### config.mk
export PLATFORM = sky130hd
export DESIGN_NAME = instr_encoder
export DESIGN_NICKNAME = d
export VERILOG_FILES = /design/src/rtl/instr_pkg.sv /design/src/rtl/instr_pack.sv /design/src/rtl/instr_encoder.sv
export SDC_FILE = /design/constraint.sdc
export NUM_CORES = 1
export LEC_CHECK = 0
export CORE_MARGIN = 2
export CORE_UTILIZATION = 38
export DETAILED_ROUTE_END_ITERATION = 10
export GPL_ROUTABILITY_DRIVEN = 0
export PLACE_DENSITY = 0.73
export REMOVE_ABC_BUFFERS = 1
export SYNTH_ARGS = -nofsm -noshare
export SYNTH_HDL_FRONTEND = slang
export SYNTH_SLANG_ARGS = --single-unit
### constraint.sdc
create_clock -name clk -period 1.98 [get_ports clk]
set_input_delay 0.198 -clock clk [delete_from_list [all_inputs] [get_ports clk]]
set_output_delay 0.198 -clock clk [all_outputs]
set_load 0.02 [all_outputs]
### src/rtl/instr_pkg.sv
// rtl/instr_pkg.sv - instruction formats, opcodes, function codes and field positions shared with the decoder
package instr_pkg;

    typedef enum logic [1:0] {
        FMT_R   = 2'd0,
        FMT_I   = 2'd1,
        FMT_J   = 2'd2,
        FMT_BAD = 2'd3
    } fmt_t;

    localparam logic [5:0] OP_RTYPE = 6'h00;
    localparam logic [5:0] OP_J     = 6'h02;
    localparam logic [5:0] OP_JAL   = 6'h03;
    localparam logic [5:0] OP_BEQ   = 6'h04;
    localparam logic [5:0] OP_BNE   = 6'h05;
    localparam logic [5:0] OP_ADDI  = 6'h08;
    localparam logic [5:0] OP_SLTI  = 6'h0A;
    localparam logic [5:0] OP_ANDI  = 6'h0C;
    localparam logic [5:0] OP_ORI   = 6'h0D;
    localparam logic [5:0] OP_LW    = 6'h23;
    localparam logic [5:0] OP_SW    = 6'h2B;

    localparam logic [5:0] FN_SLL = 6'h00;
    localparam logic [5:0] FN_SRL = 6'h02;
    localparam logic [5:0] FN_SRA = 6'h03;
    localparam logic [5:0] FN_JR  = 6'h08;
    localparam logic [5:0] FN_ADD = 6'h20;
    localparam logic [5:0] FN_SUB = 6'h22;
    localparam logic [5:0] FN_AND = 6'h24;
    localparam logic [5:0] FN_OR  = 6'h25;
    localparam logic [5:0] FN_SLT = 6'h2A;

    localparam int OP_MSB  = 31;
    localparam int OP_LSB  = 26;
    localparam int RS_MSB  = 25;
    localparam int RS_LSB  = 21;
    localparam int RT_MSB  = 20;
    localparam int RT_LSB  = 16;
    localparam int RD_MSB  = 15;
    localparam int RD_LSB  = 11;
    localparam int SH_MSB  = 10;
    localparam int SH_LSB  = 6;
    localparam int FN_MSB  = 5;
    localparam int FN_LSB  = 0;
    localparam int IMM_MSB = 15;
    localparam int IMM_LSB = 0;
    localparam int TGT_MSB = 25;
    localparam int TGT_LSB = 0;

    function automatic logic legal_func(input logic [5:0] f);
        case (f)
            FN_ADD, FN_SUB, FN_AND, FN_OR, FN_SLT,
            FN_SLL, FN_SRL, FN_SRA, FN_JR: return 1'b1;
            default:                       return 1'b0;
        endcase
    endfunction

    function automatic logic legal_iop(input logic [5:0] op);
        case (op)
            OP_BEQ, OP_BNE, OP_ADDI, OP_SLTI,
            OP_ANDI, OP_ORI, OP_LW, OP_SW: return 1'b1;
            default:                       return 1'b0;
        endcase
    endfunction

    function automatic logic legal_jop(input logic [5:0] op);
        case (op)
            OP_J, OP_JAL: return 1'b1;
            default:      return 1'b0;
        endcase
    endfunction

endpackage

### src/rtl/instr_pack.sv
// rtl/instr_pack.sv - combinational packing of one descriptor into a 32-bit word plus legality flag
module instr_pack
    import instr_pkg::*;
(
    input  logic [1:0]  fmt,
    input  logic [5:0]  op,
    input  logic [4:0]  rs,
    input  logic [4:0]  rt,
    input  logic [4:0]  rd,
    input  logic [4:0]  shamt,
    input  logic [5:0]  func,
    input  logic [15:0] imm,
    input  logic [25:0] target,
    output logic [31:0] word,
    output logic        legal
);

    always_comb begin
        word  = '0;
        legal = 1'b0;
        case (fmt_t'(fmt))
            FMT_R: begin
                word[OP_MSB:OP_LSB] = OP_RTYPE;
                word[RS_MSB:RS_LSB] = rs;
                word[RT_MSB:RT_LSB] = rt;
                word[RD_MSB:RD_LSB] = rd;
                word[SH_MSB:SH_LSB] = shamt;
                word[FN_MSB:FN_LSB] = func;
                legal               = legal_func(func);
            end
            FMT_I: begin
                word[OP_MSB:OP_LSB]   = op;
                word[RS_MSB:RS_LSB]   = rs;
                word[RT_MSB:RT_LSB]   = rt;
                word[IMM_MSB:IMM_LSB] = imm;
                legal                 = legal_iop(op);
            end
            FMT_J: begin
                word[OP_MSB:OP_LSB]   = op;
                word[TGT_MSB:TGT_LSB] = target;
                legal                 = legal_jop(op);
            end
            FMT_BAD: begin
                word  = '0;
                legal = 1'b0;
            end
            default: begin
                word  = '0;
                legal = 1'b0;
            end
        endcase
    end

endmodule

### src/rtl/instr_encoder.sv
// rtl/instr_encoder.sv - descriptor-to-instruction-memory loader: FSM, write register, pointer and counter
module instr_encoder
    import instr_pkg::*;
#(
    parameter int ADDR_W = 8
) (
    input  logic              clk,
    input  logic              reset,
    input  logic              start,
    input  logic [ADDR_W-1:0] base_addr,
    input  logic              in_valid,
    output logic              in_ready,
    input  logic              in_last,
    input  logic [1:0]        in_fmt,
    input  logic [5:0]        in_op,
    input  logic [4:0]        in_rs,
    input  logic [4:0]        in_rt,
    input  logic [4:0]        in_rd,
    input  logic [4:0]        in_shamt,
    input  logic [5:0]        in_func,
    input  logic [15:0]       in_imm,
    input  logic [25:0]       in_target,
    output logic              imem_we,
    output logic [ADDR_W-1:0] imem_addr,
    output logic [31:0]       imem_wd,
    output logic              busy,
    output logic              done,
    output logic              err,
    output logic [ADDR_W:0]   count
);

    typedef enum logic [1:0] {
        S_IDLE = 2'd0,
        S_LOAD = 2'd1,
        S_DONE = 2'd2
    } state_t;

    localparam logic [ADDR_W-1:0] PTR_ONE  = 1;
    localparam logic [ADDR_W:0]   CNT_ONE  = 1;
    localparam logic [ADDR_W:0]   CNT_LAST = {1'b0, {ADDR_W{1'b1}}};

    state_t            state, state_nx;
    logic [ADDR_W-1:0] ptr;
    logic [31:0]       word;
    logic              legal;
    logic              xfer;
    logic              last_slot;

    instr_pack u_pack (
        .fmt    (in_fmt),
        .op     (in_op),
        .rs     (in_rs),
        .rt     (in_rt),
        .rd     (in_rd),
        .shamt  (in_shamt),
        .func   (in_func),
        .imm    (in_imm),
        .target (in_target),
        .word   (word),
        .legal  (legal)
    );

    assign in_ready  = (state == S_LOAD);
    assign busy      = (state == S_LOAD);
    assign done      = (state == S_DONE);
    assign xfer      = in_valid && in_ready;
    // This transfer, if legal, takes the final free slot of the memory.
    assign last_slot = (count == CNT_LAST);

    always_ff @(posedge clk or posedge reset) begin
        if (reset) begin
            state <= S_IDLE;
        end else begin
            state <= state_nx;
        end
    end

    always_comb begin
        state_nx = state;
        case (state)
            S_IDLE, S_DONE: begin
                if (start) begin
                    state_nx = S_LOAD;
                end
            end
            S_LOAD: begin
                if (xfer && (in_last || (legal && last_slot))) begin
                    state_nx = S_DONE;
                end
            end
            default: state_nx = S_IDLE;
        endcase
    end

    always_ff @(posedge clk or posedge reset) begin
        if (reset) begin
            imem_we   <= 1'b0;
            imem_addr <= '0;
            imem_wd   <= '0;
            ptr       <= '0;
            count     <= '0;
            err       <= 1'b0;
        end else begin
            imem_we <= 1'b0;
            if (start && (state != S_LOAD)) begin
                ptr   <= base_addr;
                count <= '0;
                err   <= 1'b0;
            end else if (xfer) begin
                if (legal) begin
                    imem_we   <= 1'b1;
                    imem_addr <= ptr;
                    imem_wd   <= word;
                    ptr       <= ptr + PTR_ONE;
                    count     <= count + CNT_ONE;
                    if (last_slot && !in_last) begin
                        err <= 1'b1;
                    end
                end else begin
                    err <= 1'b1;
                end
            end
        end
    end

endmodule
==> run summary <==
The flow ran to the end, and the final reports show no timing, DRC or antenna violations. A synthesized cell averages 8.831 um2. TritonCTS built the clock tree. The area of the mapped netlist is 3188 um2, and the max-slew violation count is 0.

The floorplan has 33 rows. Counting the buffers created by CTS gives 9. Final setup violation count: 0. Critical path class: in2reg. The placeable core region came out at 8175 um2. The DRC violation count after routing was 0; the die span in x was 95.60 um. The endpoint of the most critical register-to-register path was ptr[6]. Setup repair after global routing could not meet its margin everywhere. The tools report the placement-stage worst setup slack as -509.9 ps. The run gives 40 ps as the slack of the worst reg-to-reg path.

In this run, synthesis produced a sequential element count of 61. In this run the vertical extent of the chip is 95.60 um. Walking the worst path, the cells encountered are clkdlybuf4s50_1 > nor2_1 > o211ai_1 > a221oi_2 > nor2_4 > inv_2 > mux2_4 > a221o_1.

The tools report the H-tree depth reported by CTS as 3. 143 I/O pins were placed. Master of the slowest instance on the critical path: clkdlybuf4s50_1.

The routed layout has 3224 vias. STA classifies the critical path startpoint as a primary input. Relative to the synthesized area, the layout overhead comes to 62.72%. After the first detailed-routing iteration, the DRC count stood at 122.

For this run, the top clock speed supported by timing is 512.2 MHz. The sequential cells in the finished layout cover a total of 1526 um2. The minimum clock period after layout is 1953 ps, and the fraction of synthesis flops using an asynchronous set or reset pin is 100.0%. The relative max-transition margin came out at 61.27%.

The ratio of cells with drive above 1 in the final layout came out at 13.23%. The cell sitting at the root of the clock tree is a clkbuf_8. The worst register-to-register path has a depth of 8. The number of hold violations in the final report is 0. The detailed-router iteration count before antenna repair was 4. The most used flip-flop cell after synthesis was dfrtp_1. In this run the tool buffered the top-level ports with 142 buffer cells. The tools report the sink count of the clock tree as 61.

The share of the Yosys chip area taken by registers is 47.88%. Across every metal layer, demand over resource in global routing totals 20.98%. The die covers 9138 um2. The leakage power total was 2.300 nW.

At the worst endpoint, the arrival time is 2160 ps. The power density over cell area is 1017 nW/um2. After clock tree synthesis, the flow added hold-fix buffers numbering 0. At the pin with the least slew margin, the transition time is 578.7 ps. After global routing the overflow that remains totals 0.

Along the worst path, the maximum fanout reaches 4. The average routed wire per standard cell is 14.98 um. Grouping stages by cell kind, the critical path spends the most delay in compound AO/OA/AOI/OAI gates. The layout has 723 filler cells.

The total wirelength of the detailed-routed design came out at 9500 um. The run gives 0 ps as the accumulated negative setup slack. Once detailed placement completed, the half-perimeter wirelength came to 7075 um.

The logs give 0 for the number of synthesis warnings and 2190 ps for the data required time at the worst endpoint. The maximum clock insertion buffer count is 2, and the initial antenna violation count is 0. Summing all multi-input logic gate instances after layout gives 1598 um2. Across the VDD grid, the largest voltage drop is 0.5307 mV. Classification of the worst-slack hold path: in2async. Using the TritonRoute via totals, the vias-per-cell ratio works out to 5.085. The worst register-to-register path begins at state[1]. The logs give 43 for the number of distinct standard cells referenced by the synthesized netlist and 616 for the number of nets in the layout. Entering global routing, the biggest net connects 41 pins.

Share of the synthesized area in the top cell type: 47.88%. By area the synthesized netlist is led by dfrtp_1 (48%), nand2_1 (9.1%), mux2i_1 (6.6%), o21ai_0 (5.8%), a21oi_1 (5.2%). The number of global-route vias before repair is 3147, and the worst setup slack after layout is 27.48 ps. STA classifies the critical path endpoint as a flip-flop. Synthesis produced a netlist whose cell count is 361. After clock tree synthesis, the clock-pin slew on the worst setup and hold paths is 70 ps.

Across the routed clock network, the largest skew measured is 5.577 ps. The effective utilization at floorplan was 39.00%; the number of enable-type register cells in the synthesized netlist was 0. Count of maximum capacitance violations: 0. The first global-routing pass estimated 14890 um of wire. The count of buffering cells on the critical path with inverters included was 2; the post-detailed-route count of antenna-violating nets was 0.

For this run, the slowest stage of the critical path takes 490 ps. Later-pin clock latency in the skew report: 330 ps. The repair_antennas step left the layout with diodes totalling 0. Of the available clock period, the critical path in the final layout requires 98.61%. Largest area contributor in the synthesized netlist: dfrtp_1.
how the worst max path moves through the flow:
| stage | start | end | slack (ps) | cells past startpoint |
|---|---|---|---|---|
| 2_1_floorplan | state[0] | ptr[6] | -1090 | 8 |
| 3_3_place_gp | in_func[0] | count[7] | -440 | 7 |
| 3_5_place_dp | in_op[3] | count[5] | -510 | 8 |
| 4_1_cts | state[1] | count[5] | -4 | 8 |
| 5_1_grt | state[1] | count[5] | -70 | 9 |
| 6_report | in_op[1] | ptr[6] | 30 | 8 |
cell families after synthesis:
group                    synth area share, %
adder cells (fa/ha/maj)                1.178
buffers and inverters                  4.827
AND/OR/NAND/NOR                        20.37
AO/OA/AOI/OAI                          18.53
XOR/XNOR                              0.2748
multiplexers                           6.947
flip-flops                             47.88
flip-flops by register name, indices dropped and copies added, names as in the netlist:
signal,cells
err,1
imem_we,1
state,2
ptr,8
imem_wd,32
imem_addr,8
count,9
worst reg2reg max path, cell delays in order, from the launching register on:
cell and delay (ps):
dfrtp_1 390, nand2b_4 160, inv_4 70, nand3b_1 90, a221oi_2 300, nor2_4 120
inv_2 100, mux2_4 300, a221o_1 300
synth_stat cells, drive strengths merged (5+ instances only):
cell,number
inv,12
a221o,6
nor2,31
mux2i,21
clkbuf,9
nand2,77
nor3b,5
a21oi,33
buf,12
o21ai,37
nand3,9
dfrtp,61
power by group:
group	switching, mW	internal (mW)	total (mW)
clock	0.482	0.587	1.07
combinational	1.11	1.14	2.24
sequential	0.296	1.67	1.96
metal layers:
layer	vias to the layer above	share of wire [%]	wire, um	track usage [%]
met2	129	50	4703	34.85
met3	12	7.9	748	5.534
met5	-	0	0	0
met1	1499	41	3906	25.87
met4	0	1.5	141	8.571
li1	1584	-	-	-
layout make-up:
class	count	share of cell area (%)
multi-input cells	267	30.80
flip-flops and latches	61	29.43
clock buffers	13	3.449
well taps	105	2.533
inverters	12	0.9165
clock inverters	3	0.3377
repair buffers	173	32.54
what timing repair did:
item,4_1_cts,5_1_grt
pin swaps,2,8
resized for setup,14,16
setup buffers,1,0
setup endpoints to repair,26,18
cloned,0,1
metrics by stage:
stage | area [um2] | instances | power (mW) | hold WS, ps | util, %
final | 5187 | 634 | 5.277 | 218.2 | 63.45
after global routing | 5187 | 634 | 5.578 | 244.1 | 63.45
after CTS | 5082 | 633 | 5.280 | 219.3 | 62.17
after detailed placement | 4862 | 616 | 4.191 | 469.9 | 59.47
after global placement | 4862 | 616 | 4.134 | 459.8 | 59.47
after floorplan | 3079 | 340 | 2.945 | 314.8 | -
cell usage in the layout (no fill, tap or decap), types with 3 or more instances in the layout:
cell               n
o31ai_1            3
nor3b_2            3
dfrtp_1           61
nor2_1            30
buf_4             27
o211ai_1           3
nand3_1            9
a21oi_1           31
mux2i_1           21
clkdlybuf4s50_1  133
o21ai_0           37
inv_1              9
a221o_1            6
nand2_1           77
dlygate4sd2_1      7
and3_1             4
clkbuf_8          13
ha_1               3
Power figures use the tool's default switching activity.
